**config.mk**
```make
export PLATFORM = sky130hd
export DESIGN_NAME = clint_flat
export DESIGN_NICKNAME = d
export VERILOG_FILES = /design/src/rtl/clint_if.sv /design/src/rtl/clint.sv /design/src/flat_wrapper.sv
export SDC_FILE = /design/constraint.sdc
export NUM_CORES = 1
export LEC_CHECK = 0
export ABC_AREA = 1
export CAP_MARGIN = 5
export CORE_ASPECT_RATIO = 1.75
export CORE_MARGIN = 3
export CORE_UTILIZATION = 43
export CTS_CLUSTER_SIZE = 10
export DETAILED_ROUTE_END_ITERATION = 12
export HOLD_SLACK_MARGIN = 0.08
export PLACE_DENSITY = 0.92
export SLEW_MARGIN = 20
export SYNTH_ARGS = -nofsm -noshare
export SYNTH_HDL_FRONTEND = slang
export SYNTH_SLANG_ARGS = --single-unit
```
**constraint.sdc**
```tcl
create_clock -name clk -period 3.2 [get_ports clk]
set_input_delay 0.32 -clock clk [delete_from_list [all_inputs] [get_ports clk]]
set_output_delay 0.32 -clock clk [all_outputs]
set_load 0.03 [all_outputs]
```
**src/rtl/clint_if.sv**
```systemverilog
// clint_if: EX-stage trap inputs, CSR state and the CLINT write/redirect outputs.
interface clint_if #(parameter int CSR_ADDRESS_WIDTH = 12);
    logic                         ex_valid;
    logic [31:0]                  ex_pc;
    logic                         inst_ecall;
    logic                         inst_ebreak;
    logic                         inst_mret;
    logic                         ex_csr_we;
    logic                         irq_timer;
    logic                         irq_ext;
    logic [31:0]                  csr_mtvec;
    logic [31:0]                  csr_mepc;
    logic [31:0]                  csr_mstatus;
    logic                         csr_we_clint;
    logic [CSR_ADDRESS_WIDTH-1:0] csr_waddr_clint;
    logic [31:0]                  csr_wdata_clint;
    logic                         stall_o;
    logic                         jump_en;
    logic [31:0]                  jump_addr;
    modport master (
        input  ex_valid, ex_pc, inst_ecall, inst_ebreak, inst_mret, ex_csr_we,
               irq_timer, irq_ext, csr_mtvec, csr_mepc, csr_mstatus,
        output csr_we_clint, csr_waddr_clint, csr_wdata_clint, stall_o, jump_en, jump_addr
    );
    modport slave (
        output ex_valid, ex_pc, inst_ecall, inst_ebreak, inst_mret, ex_csr_we,
               irq_timer, irq_ext, csr_mtvec, csr_mepc, csr_mstatus,
        input  csr_we_clint, csr_waddr_clint, csr_wdata_clint, stall_o, jump_en, jump_addr
    );
endinterface

```
**src/rtl/clint.sv**
```systemverilog
// clint: machine-mode trap entry/return sequencer writing mepc/mcause/mstatus one per cycle.
module clint #(
    parameter bit TIMER_IRQ_EN      = 1'b1,
    parameter bit EXT_IRQ_EN        = 1'b1,
    parameter int CSR_ADDRESS_WIDTH = 12
) (
    input logic     clk,
    input logic     rst,
    clint_if.master bus
);
    localparam logic [CSR_ADDRESS_WIDTH-1:0] CSR_MSTATUS = CSR_ADDRESS_WIDTH'('h300);
    localparam logic [CSR_ADDRESS_WIDTH-1:0] CSR_MEPC    = CSR_ADDRESS_WIDTH'('h341);
    localparam logic [CSR_ADDRESS_WIDTH-1:0] CSR_MCAUSE  = CSR_ADDRESS_WIDTH'('h342);
    typedef enum logic [2:0] {IDLE, W_MEPC, W_MCAUSE, W_MSTATUS, MRET} state_t;
    state_t      state, next;
    logic [31:0] cause, pc, mstatus, cause_d, entry_ms, ret_ms;
    logic        idle, irq_e, irq_t, irq_ok, take_mret, take_trap;
    always_comb begin
        idle      = state == IDLE;
        irq_e     = EXT_IRQ_EN & bus.irq_ext;
        irq_t     = TIMER_IRQ_EN & bus.irq_timer;
        irq_ok    = bus.csr_mstatus[3] & ~bus.ex_csr_we & (irq_e | irq_t);
        take_mret = idle & bus.ex_valid & bus.inst_mret;
        take_trap = idle & bus.ex_valid & ~bus.inst_mret & (bus.inst_ecall | bus.inst_ebreak | irq_ok);
        cause_d   = bus.inst_ecall ? 32'd11 : bus.inst_ebreak ? 32'd3 :
                    irq_e ? 32'h8000_000B : 32'h8000_0007;
        next      = idle ? (take_mret ? MRET : take_trap ? W_MEPC : IDLE) :
                    state == W_MEPC ? W_MCAUSE : state == W_MCAUSE ? W_MSTATUS : IDLE;
        entry_ms  = {mstatus[31:13], 2'b11, mstatus[10:8], mstatus[3], mstatus[6:4], 1'b0, mstatus[2:0]};
        ret_ms    = {bus.csr_mstatus[31:13], 2'b00, bus.csr_mstatus[10:8], 1'b1,
                     bus.csr_mstatus[6:4], bus.csr_mstatus[7], bus.csr_mstatus[2:0]};
    end
    always_ff @(posedge clk) begin
        if (rst) begin
            state   <= IDLE;
            cause   <= '0;
            pc      <= '0;
            mstatus <= '0;
        end else begin
            state <= next;
            if (take_trap) begin
                cause   <= cause_d;
                pc      <= bus.ex_pc;
                mstatus <= bus.csr_mstatus;
            end
        end
    end
    // mret reads live mstatus/mepc so any earlier mepc write is already visible
    always_comb begin
        bus.csr_we_clint    = !idle;
        bus.csr_waddr_clint = state == W_MEPC ? CSR_MEPC : state == W_MCAUSE ? CSR_MCAUSE :
                              (state == W_MSTATUS || state == MRET) ? CSR_MSTATUS : '0;
        bus.csr_wdata_clint = state == W_MEPC ? pc : state == W_MCAUSE ? cause :
                              state == W_MSTATUS ? entry_ms : state == MRET ? ret_ms : '0;
        bus.jump_en         = state == W_MSTATUS || state == MRET;
        bus.jump_addr       = state == W_MSTATUS ? (bus.csr_mtvec & ~32'd3) :
                              state == MRET ? bus.csr_mepc : '0;
        bus.stall_o         = !idle | take_mret | take_trap;
    end
endmodule
```
**src/flat_wrapper.sv**
```systemverilog
// flat-port wrapper written by rule: the top's interface ports become plain ports
module clint_flat 
#(
    parameter bit TIMER_IRQ_EN      = 1'b1,
    parameter bit EXT_IRQ_EN        = 1'b1,
    parameter int CSR_ADDRESS_WIDTH = 12
)
  (clk, rst, bus_ex_valid, bus_ex_pc, bus_inst_ecall, bus_inst_ebreak, bus_inst_mret, bus_ex_csr_we, bus_irq_timer, bus_irq_ext, bus_csr_mtvec, bus_csr_mepc, bus_csr_mstatus, bus_csr_we_clint, bus_csr_waddr_clint, bus_csr_wdata_clint, bus_stall_o, bus_jump_en, bus_jump_addr);
  clint_if #(.CSR_ADDRESS_WIDTH(CSR_ADDRESS_WIDTH)) bus_i ();
  input logic clk;
  input logic rst;
  input wire logic [$bits(bus_i.ex_valid)-1:0] bus_ex_valid;
  input wire logic [$bits(bus_i.ex_pc)-1:0] bus_ex_pc;
  input wire logic [$bits(bus_i.inst_ecall)-1:0] bus_inst_ecall;
  input wire logic [$bits(bus_i.inst_ebreak)-1:0] bus_inst_ebreak;
  input wire logic [$bits(bus_i.inst_mret)-1:0] bus_inst_mret;
  input wire logic [$bits(bus_i.ex_csr_we)-1:0] bus_ex_csr_we;
  input wire logic [$bits(bus_i.irq_timer)-1:0] bus_irq_timer;
  input wire logic [$bits(bus_i.irq_ext)-1:0] bus_irq_ext;
  input wire logic [$bits(bus_i.csr_mtvec)-1:0] bus_csr_mtvec;
  input wire logic [$bits(bus_i.csr_mepc)-1:0] bus_csr_mepc;
  input wire logic [$bits(bus_i.csr_mstatus)-1:0] bus_csr_mstatus;
  output wire logic [$bits(bus_i.csr_we_clint)-1:0] bus_csr_we_clint;
  output wire logic [$bits(bus_i.csr_waddr_clint)-1:0] bus_csr_waddr_clint;
  output wire logic [$bits(bus_i.csr_wdata_clint)-1:0] bus_csr_wdata_clint;
  output wire logic [$bits(bus_i.stall_o)-1:0] bus_stall_o;
  output wire logic [$bits(bus_i.jump_en)-1:0] bus_jump_en;
  output wire logic [$bits(bus_i.jump_addr)-1:0] bus_jump_addr;
  assign bus_i.ex_valid = bus_ex_valid;
  assign bus_i.ex_pc = bus_ex_pc;
  assign bus_i.inst_ecall = bus_inst_ecall;
  assign bus_i.inst_ebreak = bus_inst_ebreak;
  assign bus_i.inst_mret = bus_inst_mret;
  assign bus_i.ex_csr_we = bus_ex_csr_we;
  assign bus_i.irq_timer = bus_irq_timer;
  assign bus_i.irq_ext = bus_irq_ext;
  assign bus_i.csr_mtvec = bus_csr_mtvec;
  assign bus_i.csr_mepc = bus_csr_mepc;
  assign bus_i.csr_mstatus = bus_csr_mstatus;
  assign bus_csr_we_clint = bus_i.csr_we_clint;
  assign bus_csr_waddr_clint = bus_i.csr_waddr_clint;
  assign bus_csr_wdata_clint = bus_i.csr_wdata_clint;
  assign bus_stall_o = bus_i.stall_o;
  assign bus_jump_en = bus_i.jump_en;
  assign bus_jump_addr = bus_i.jump_addr;
  clint #(.TIMER_IRQ_EN(TIMER_IRQ_EN), .EXT_IRQ_EN(EXT_IRQ_EN), .CSR_ADDRESS_WIDTH(CSR_ADDRESS_WIDTH)) u_core (.clk(clk), .rst(rst), .bus(bus_i));
endmodule
```
* After elaboration in Yosys (flattened, before gate mapping)
Cells that the tools add are included.
** Cells by class
- Eq/ne operators :: 4
- Mux-type cells :: 17
- Bitwise operators :: 13
- Reduce and logical (&&, ||, !) cells :: 3
** Operator list (number)
- 32-bit 2-to-1 mux :: 8
- 12-bit 2-to-1 mux :: 2
- 10-bit 2-to-1 mux :: 1
- 3-bit 2-to-1 mux :: 3
- 1-bit bitwise AND :: 6
- 3-bit by 2-bit == test with 1-bit output (second input constant) :: 2
- 1-bit OR :: 5
- 4-bit 2-to-1 mux :: 1
- 3-bit by 1-bit == test with 1-bit output (second input constant) :: 1
- 3-bit == test (second input constant) :: 1
- 3-bit logical NOT :: 1
- 2-bit 2-to-1 mux :: 1
- 1-bit NOT :: 2
- 1-bit logical NOT :: 1
- 1-bit logical OR :: 1
- 1-bit 2-to-1 mux :: 1
** Storage, ports and cells
- Bits in registers :: 99
- Input bits :: 137
- Output and inout bits :: 79
- Word-level logic and storage cells :: 41

* Depth between registers and ports, before layout
Gate-level depths: netlist of the first run.
- Depth in word-level cells :: 8
- Gate-level depth with buffers :: 9
- Gate-level depth less buffers :: 8

* Worst setup path before layout of the first run
No wires, ideal clock.
- Kind :: register -> output
- From :: reg u_core.state[0]
- To :: out bus_csr_waddr_clint[9]
- Arrival time :: 1583 ps
- Required time :: 2880 ps
- Slack :: 1297 ps
- Cell stages (with the launch flop) :: 8
- Buffers on the path :: 1
- Cell sequence :: dfxtp_1 -> inv_1 -> nor2_4 -> nand2_1 -> nand2_1 -> inv_1 -> nand3_1 -> buf_4
** Between the ends
- Word-level cells in the longest chain between the ends :: 5
- Elaborated cells on any way between the ends :: 8
- Those cells by class :: eq/ne: 4; mux: 3; reduce/logical: 1
** Ends and longest elaborated chain
- start: declaration :: RTL line clint.sv:15 : state_t state, next;
- start signal: assignment :: RTL line clint.sv:40 : state <= next;
- 3-bit by 2-bit == test with 1-bit output or 3-bit == test (tied branches) :: RTL line clint.sv:52 : (state == W_MSTATUS || state == MRET) ? CSR_MSTATUS : '0;
- 1-bit logical OR :: RTL line clint.sv:52
- 10-bit 2-to-1 mux :: RTL line clint.sv:52
- 12-bit 2-to-1 mux :: RTL line clint.sv:51 : bus.csr_waddr_clint = state == W_MEPC ? CSR_MEPC : state == W_MCAUSE ? CSR_MCAUSE :
- 12-bit 2-to-1 mux (*) :: RTL line clint.sv:51
- end: declaration :: RTL line flat_wrapper.sv:24 : output wire logic [$bits(bus_i.csr_waddr_clint)-1:0] bus_csr_waddr_clint;
Mark *: on every way between the ends. The rest lies on a longest branch, timed or not.

* Worst setup path in the final report of the first run
- From :: reg u_core.state[0]
- To :: out bus_csr_wdata_clint[23]
** Between the ends
- Word-level cells in the longest chain between the ends :: 5
- Elaborated cells on any way between the ends :: 8
- Those cells by class :: eq/ne: 4; mux: 4
** Ends and longest elaborated chain
- 3-bit == test :: RTL line clint.sv:54 : state == W_MSTATUS ? entry_ms : state == MRET ? ret_ms : '0;
- 32-bit 2-to-1 mux (2 in a row) :: RTL line clint.sv:54
- 32-bit 2-to-1 mux :: RTL line clint.sv:53 : bus.csr_wdata_clint = state == W_MEPC ? pc : state == W_MCAUSE ? cause :
- 32-bit 2-to-1 mux (*) :: RTL line clint.sv:53
- end: declaration :: RTL line flat_wrapper.sv:25 : output wire logic [$bits(bus_i.csr_wdata_clint)-1:0] bus_csr_wdata_clint;
Marked as above.

==> impl_summary.log, run 1 <==
[metrics] cell-by-cell listing of the critical path: inv_1 > nor2_4 > nand2_1 > inv_2 > nand2_1 > o211ai_1 > buf_4
[metrics] net switching fraction of the power: 0.303
[metrics] setup violators final: 0
[metrics] crit-path max FO: 33
[metrics] via-per-instance ratio: 5.37
[metrics] cell family contributing the most delay on the critical path: simple AND/OR/NAND/NOR gates
[metrics] final critical delay including setup and external delays: a little under 3 ns
[metrics] pin slew with the least headroom to its limit: 0.853 ns
[metrics] peak supply drop: between 200 and 300 µV
[metrics] Remaining DRCs: 0
[metrics] DP Cell Count: between 900 and 1000
[metrics] wire length of the first global-routing pass: roughly 22 mm
[metrics] count of non-filler cells in the finished layout: around 940
[metrics] insertion delay to the later sink of the worst-skew pair: ~0.33 ns
[metrics] Crit. End Element: primary output
[metrics] half-perimeter wire length after placement: slightly below 10 mm
[metrics] number of antenna-violating nets in the routed design: 0
[metrics] Die Span X: around 80 µm
[metrics] Seq cells post-synth: 68
[metrics] Clock Skew: 0.00435 ns
[metrics] relative area change from synthesis to final layout: 52.9%
[metrics] number of resized instances in the post-cts repair step: 0
[metrics] GRT met3 Usage: 0.0748
[metrics] via count: about 5000
[metrics] fraction of final layout cells sized beyond drive strength 1: 0.0881
[metrics] clock buffers created by TritonCTS: 9
[metrics] count of fill cells added during filler insertion: 749
[metrics] vias in the first global route: 4768
[metrics] synthesized area per cell: 6.32 µm²
[metrics] Critical Path Max Stage Delay: between 0.5 and 0.6 ns
[metrics] part of the total power dissipated in sequential elements: 0.379
[metrics] critical path launch point type: flop
[metrics] number of instances in the synthesized netlist: between 600 and 700
[metrics] placed standard-cell area: 0.00597 mm²
[metrics] startpoint-to-endpoint class of the critical path: reg2out
[metrics] Congestion Overflow GR: 0
[metrics] final RePlAce weighted congestion: around 0.82
[metrics] Final TNS setup: 0 ns
[metrics] number of DRC markers after the initial detailed-route iteration: about 370
[metrics] worst slew margin relative to its limit: 0.431
[metrics] number of pins with negative max-slew slack in the final report: 0
[metrics] clock transition time at the flip-flop clock pins of the worst setup and hold paths: 0.05 ns
[metrics] largest net degree at the start of global routing: 65
[metrics] Max Fclk: around 0.34 GHz
[metrics] final hold violations: 0
[metrics] portion of total power attributed to the clock network: 0.342
[metrics] combined global-route utilization of all metal layers: 0.260
[metrics] status: complete, no violations
[metrics] share of total power in combinational logic: 0.279
[metrics] switching power summed over all nets: ~770 µW
[metrics] y dimension of the die: between 100 and 150 µm
[metrics] summed instance area of the synthesized netlist: 0.00408 mm²
[metrics] Die Area: 0.0107 mm²
[metrics] number of port buffers: about 200
[metrics] number of antenna violations at the first check in global routing: 1
[metrics] clock sink count: roughly 70
[metrics] total length of routed wires: 14.1 mm
[metrics] Post-CTS Setup Bufs: 0
[metrics] H-tree depth: 3
[metrics] core footprint: 0.00915 mm²
[metrics] area of the multi-input gates: 0.00223 mm²
[metrics] I/O pin count: about 220
[metrics] Hold WC Path Type: reg2reg
[metrics] final critical-path share of the clock period: 0.907
[metrics] largest area contributor in the synthesized netlist: dfxtp_1
[metrics] routing usage on met2: 0.463
[metrics] Nets: about 950
[metrics] CTS Hold Bufs: 0
[metrics] worst slack on hold paths: between 0.4 and 0.5 ns
[metrics] Sequential cell area: about 0.0014 mm²
[metrics] count of different cell masters after synthesis: 22
[metrics] cell internal power dissipation: ~1800 µW
[metrics] Worst path most repeated cell: nand2_1
[metrics] TritonCTS clock tree: done
[metrics] met1 demand-to-capacity share in global routing: 0.267
[metrics] effective utilization at floorplan: 0.446
[metrics] buffers and inverters on the worst path: 3
[metrics] Worst EP arrival: 2.58 ns
[metrics] worst-case clock buffer depth: 2
[metrics] setup repair after global routing missed its margin: no
[metrics] Area contributors post-synth: dfxtp_1 33%, nand3_1 16%, nand2_1 13%, nor2_1 12%, nand3b_1 5.9%
[metrics] LEAKAGE: around 0.0028 µW
[metrics] Cell Pwr Density: between 400 and 500 mW/mm²
[metrics] worst-path cell with the longest stage delay: nor2_4
[metrics] max-cap violation count: 0
[metrics] Core Rows: 46
[metrics] post-route total power: between 2000 and 3000 µW
[metrics] area of all placed cells without fillers: approximately 0.0062 mm²
[metrics] Warnings, synthesis: 0
[metrics] routed wire length per instance: 15.0 µm
[metrics] Seq/Total Area, Yosys: 0.334
[metrics] CTS Root Cell: clkbuf_16
[metrics] share of the synthesized area in the top cell type: 0.334
[metrics] DRT Pass-1 Iters: 8
[metrics] WP data required: ~2.9 ns
[metrics] Most Crowded Layer GR: met2
## tightest hold or removal path: stages, from the launching register on
cell,delay (ns)
dfxtp_1,0.31
nand2_1,0.06
a21oi_1,0.05
## synth_stat cells, drive strengths merged
| library cell | n |
|---|---|
| nor3 | 1 |
| buf | 50 |
| conb | 1 |
| clkbuf | 11 |
| dfxtp | 68 |
| inv | 41 |
| clkinv | 1 |
| nor2 | 138 |
| o2111ai | 4 |
| o211ai | 24 |
| a21oi | 3 |
| nand3b | 32 |
| nand2 | 143 |
| nand3 | 128 |
## through the flow
stage,utilization,setup WS (ns)
6_report,0.681,0.297
5_1_grt,0.681,0.144
4_1_cts,0.681,0.288
3_5_place_dp,0.653,0.655
3_3_place_gp,0.653,0.702
2_1_floorplan,-,1.30
## cells in the final DEF (no fill, tap or decap)
cell,netlist,routed
clkdlybuf4s50_1,0,163
nand2_1,142,141
nor2_1,135,135
nand3_1,128,128
dfxtp_1,68,67
buf_4,14,45
inv_1,39,39
nand3b_1,32,32
o211ai_1,24,24
clkbuf_16,0,9
conb_1,1,7
buf_12,0,5
o2111ai_1,4,4
clkinv_2,1,4
a21oi_1,3,3
nor2_4,1,2
inv_2,2,2
nand2_2,1,2
diode_2,0,1
nor2_8,1,1
nor3_1,1,1
clkbuf_8,0,1
clkbuf_1,11,1
dfxtp_2,0,1
## kinds of logic (layout without fill, tap and decap cells)
kind of cell    after synthesis  in the layout  synth area share
buf+inv                     103            269             0.126
compound gates               31             31            0.0564
flops                        68             68             0.334
other cells                   1              8          0.000919
simple gates                442            442             0.483
## flip-flops by register name, indices dropped and copies added (netlist names)
register / flops
u_core.cause: 4
u_core.mstatus: 29
u_core.pc: 32
u_core.state: 3
## cell type report
cell class	instances	area share
Tap cell	120	0.0241
Timing Repair Buffer	213	0.332
Multi-Input combinational cell	480	0.358
Antenna cell	1	0.000401
Sequential cell	68	0.219
Inverter	42	0.0255
Clock buffer	11	0.0389
Clock inverter	3	0.00241
## layer usage
layer,wire (µm),up-vias,part of all wire
met5,0,-,0
met4,661,0,0.047
met3,1390,53,0.099
met2,7180,265,0.51
met1,4840,2316,0.34
li1,-,2406,-
## final timing paths
check / slack (ns) / cells after the start / endpoint / from
worst max-delay path: 0.30 / 7 / bus_csr_wdata_clint[23] / u_core.state[0]
worst min-delay path: 0.47 / 2 / u_core.cause[31] / u_core.cause[31]
worst max register to register: 0.72 / 7 / u_core.pc[23] / u_core.state[1]
worst min register to register: 0.47 / 2 / u_core.cause[31] / u_core.cause[31]
## power by group through the flow
stage | Combinational [µW] | Sequential, µW | Clock, µW
finish | 705 | 959 | 864
global route | 765 | 964 | 911
CTS | 705 | 957 | 879
detailed placement | 700 | 974 | 0
global placement | 687 | 969 | 0
floorplan | 416 | 957 | 0
No activity file was read; power rests on OpenSTA's default activity.
==> run 2, diff against run 1 <==
--- a/config.mk
+++ b/config.mk
@@ -9,11 +9,12 @@
 export CAP_MARGIN = 5
 export CORE_ASPECT_RATIO = 1.75
 export CORE_MARGIN = 3
-export CORE_UTILIZATION = 43
+export CORE_UTILIZATION = 65
 export CTS_CLUSTER_SIZE = 10
 export DETAILED_ROUTE_END_ITERATION = 12
+export DONT_BUFFER_PORTS = 1
 export HOLD_SLACK_MARGIN = 0.08
-export PLACE_DENSITY = 0.92
+export PLACE_DENSITY = 0.86
 export SLEW_MARGIN = 20
 export SYNTH_ARGS = -nofsm -noshare
 export SYNTH_HDL_FRONTEND = slang
==> run 2 against run 1 <==
Net effect: worst setup slack better by 0.062 ns; clock power shrank 17%; via count is 14% lower; wire length shrank 14%; largest cell class unchanged; largest power group unchanged; highest routed layer unchanged.
==> impl_summary.log, run 2 (synthesis results as in run 1) <==
[metrics] number of pins with negative max-slew slack in the final report: 0
[metrics] clock sink count: ~70
[metrics] final worst setup slack: around 0.36 ns
[metrics] Largest Register: u_core.pc
[metrics] Crit. End Element: primary output
[metrics] worst r2r path cells: 7
[metrics] clock buffers created by TritonCTS: 9
[metrics] Post-CTS Setup Bufs: 0
[metrics] share of total power in combinational logic: 0.230
[metrics] number of port buffers: 0
[metrics] crit-path max FO: 61
[metrics] portion of total power attributed to the clock network: 0.331
[metrics] Core Rows: 37
[metrics] insertion delay to the later sink of the worst-skew pair: 0.34 ns
[metrics] clock transition time at the flip-flop clock pins of the worst setup and hold paths: 0.07 ns
[metrics] vias in the first global route: 4065
[metrics] startpoint of the most critical register-to-register path: u_core.state[0]
[metrics] TritonCTS clock tree: done
[metrics] Max Fclk: between 0.3 and 0.4 GHz
[metrics] routed wire length per instance: 16.6 µm
[metrics] worst slew margin relative to its limit: 0.296
[metrics] startpoint-to-endpoint class of the critical path: reg2out
[metrics] LEAKAGE: roughly 0.002 µW
[metrics] status: complete, no violations
[metrics] CTS Root Cell: clkbuf_8
[metrics] number of antenna violations at the first check in global routing: 3
[metrics] part of the total power dissipated in sequential elements: 0.440
[metrics] effective utilization at floorplan: 0.683
[metrics] setup violators final: 0
[metrics] net switching fraction of the power: 0.331
[metrics] critical path launch point type: flop
[metrics] post-route total power: 2160 µW
[metrics] H-tree depth: 3
[metrics] Remaining DRCs: 0
[metrics] Nets: slightly below 800
[metrics] worst slack on hold paths: ~0.18 ns
[metrics] via-per-instance ratio: around 6
[metrics] termination of the worst setup path: bus_csr_wdata_clint[0]
[metrics] relative area change from synthesis to final layout: 7.98%
[metrics] most frequent standard cell in the layout excluding fill and tap cells: nand2_1
[metrics] largest net degree at the start of global routing: 65
[metrics] fraction of final layout cells sized beyond drive strength 1: 0.102
[metrics] Clock Skew: between 0.003 and 0.004 ns
[metrics] max-cap violation count: 0
[metrics] registers with the most flip-flops: u_core.pc: 32 flops, u_core.mstatus: 29 flops, u_core.cause: 4 flops
[metrics] core footprint: 0.00597 mm²
[metrics] I/O pin count: 216
[metrics] number of DRC markers after the initial detailed-route iteration: ~270
[metrics] Die Area: between 0.007 and 0.008 mm²
[metrics] Crit. Startpoint: u_core.state[1]
[metrics] combined global-route utilization of all metal layers: 0.320
[metrics] peak supply drop: between 400 and 500 µV
[metrics] Cell Pwr Density: between 400 and 500 mW/mm²
[metrics] pin slew with the least headroom to its limit: about 1.1 ns
[metrics] cell internal power dissipation: between 1000 and 1500 µW
[metrics] worst flop-to-flop path endpoint: u_core.pc[29]
[metrics] Die Span X: 65.9 µm
[metrics] number of antenna-violating nets in the routed design: 0
[metrics] number of resized instances in the post-cts repair step: 0
[metrics] via count: 4332
[metrics] total length of routed wires: between 10 and 15 mm
[metrics] switching power summed over all nets: slightly above 700 µW
[metrics] Congestion Overflow GR: 0
[metrics] DRT Pass-1 Iters: 5
[metrics] half-perimeter wire length after placement: 8.07 mm
[metrics] WP data required: 2.88 ns
[metrics] worst-case clock buffer depth: 2
[metrics] most frequent cells in the layout: 141 x nand2_1, 135 x nor2_1, 128 x nand3_1, 67 x dfxtp_1
[metrics] startpoint of the tightest hold check path: bus_inst_mret
[metrics] setup repair after global routing missed its margin: no
[metrics] Hold WC Path Type: in2reg
[metrics] y dimension of the die: about 110 µm
[metrics] final critical delay including setup and external delays: about 2.8 ns
[metrics] final RePlAce weighted congestion: between 0.8 and 0.9
[metrics] Largest register FFs: 32
[metrics] final critical-path share of the clock period: 0.888
[metrics] Worst EP arrival: ~2.5 ns
[metrics] final hold violations: 0
[metrics] slack of the worst reg-to-reg path: 1.04 ns
[metrics] Final TNS setup: 0 ns
[metrics] worst slack after detailed placement: ~0.76 ns
[metrics] CTS Hold Bufs: 1
[metrics] wire length of the first global-routing pass: roughly 18 mm
run 2: worst min-delay path by stage:
stage	slack, ns	end	cells after the start
final	0.18	u_core.state[2]	2
after global routing	0.19	u_core.state[2]	2
after CTS	0.16	u_core.state[2]	2
after detailed placement	0.39	u_core.state[1]	1
after global placement	0.39	u_core.state[1]	1
after floorplan	0.44	u_core.cause[1]	2
run 2: power by group through the flow:
stage	clock network (µW)	logic, µW	registers, µW
4_1_cts	720	492	949
6_report	715	496	950
3_5_place_dp	0	488	967
5_1_grt	763	542	955
2_1_floorplan	0	416	957
3_3_place_gp	0	475	964
run 2: area by class of cell:
cell class	instances	area, µm²
diodes	3	7.51
clock buffers	11	151
clock inverters	5	50.0
fillers	486	1570
inverters	42	159
multi-input cells	480	2230
flip-flops and latches	68	1360
well taps	78	97.6
repair buffers	42	343
run 2: routing by layer:
metal,share of wire,GRT usage
met5,0,0
met4,0.042,0.165
met3,0.11,0.0842
met2,0.51,0.555
met1,0.34,0.341
run 2: through the flow:
| step | utilization | area, µm² | instances |
|---|---|---|---|
| finish | 0.737 | 4400 | 729 |
| global route | 0.737 | 4400 | 729 |
| CTS | 0.736 | 4400 | 726 |
| detailed placement | 0.701 | 4190 | 709 |
| global placement | 0.701 | 4190 | 709 |
| floorplan | - | 4100 | 651 |
run 2: critical path, cell delays in order, from the launching register on:
cell and delay (ns):
dfxtp_2 0.39, buf_4 0.55, inv_1 0.15, nor2_1 0.11
nand2_1 0.09, inv_1 0.35, nand2_1 0.18, o2111ai_1 0.14
buf_4 0.20
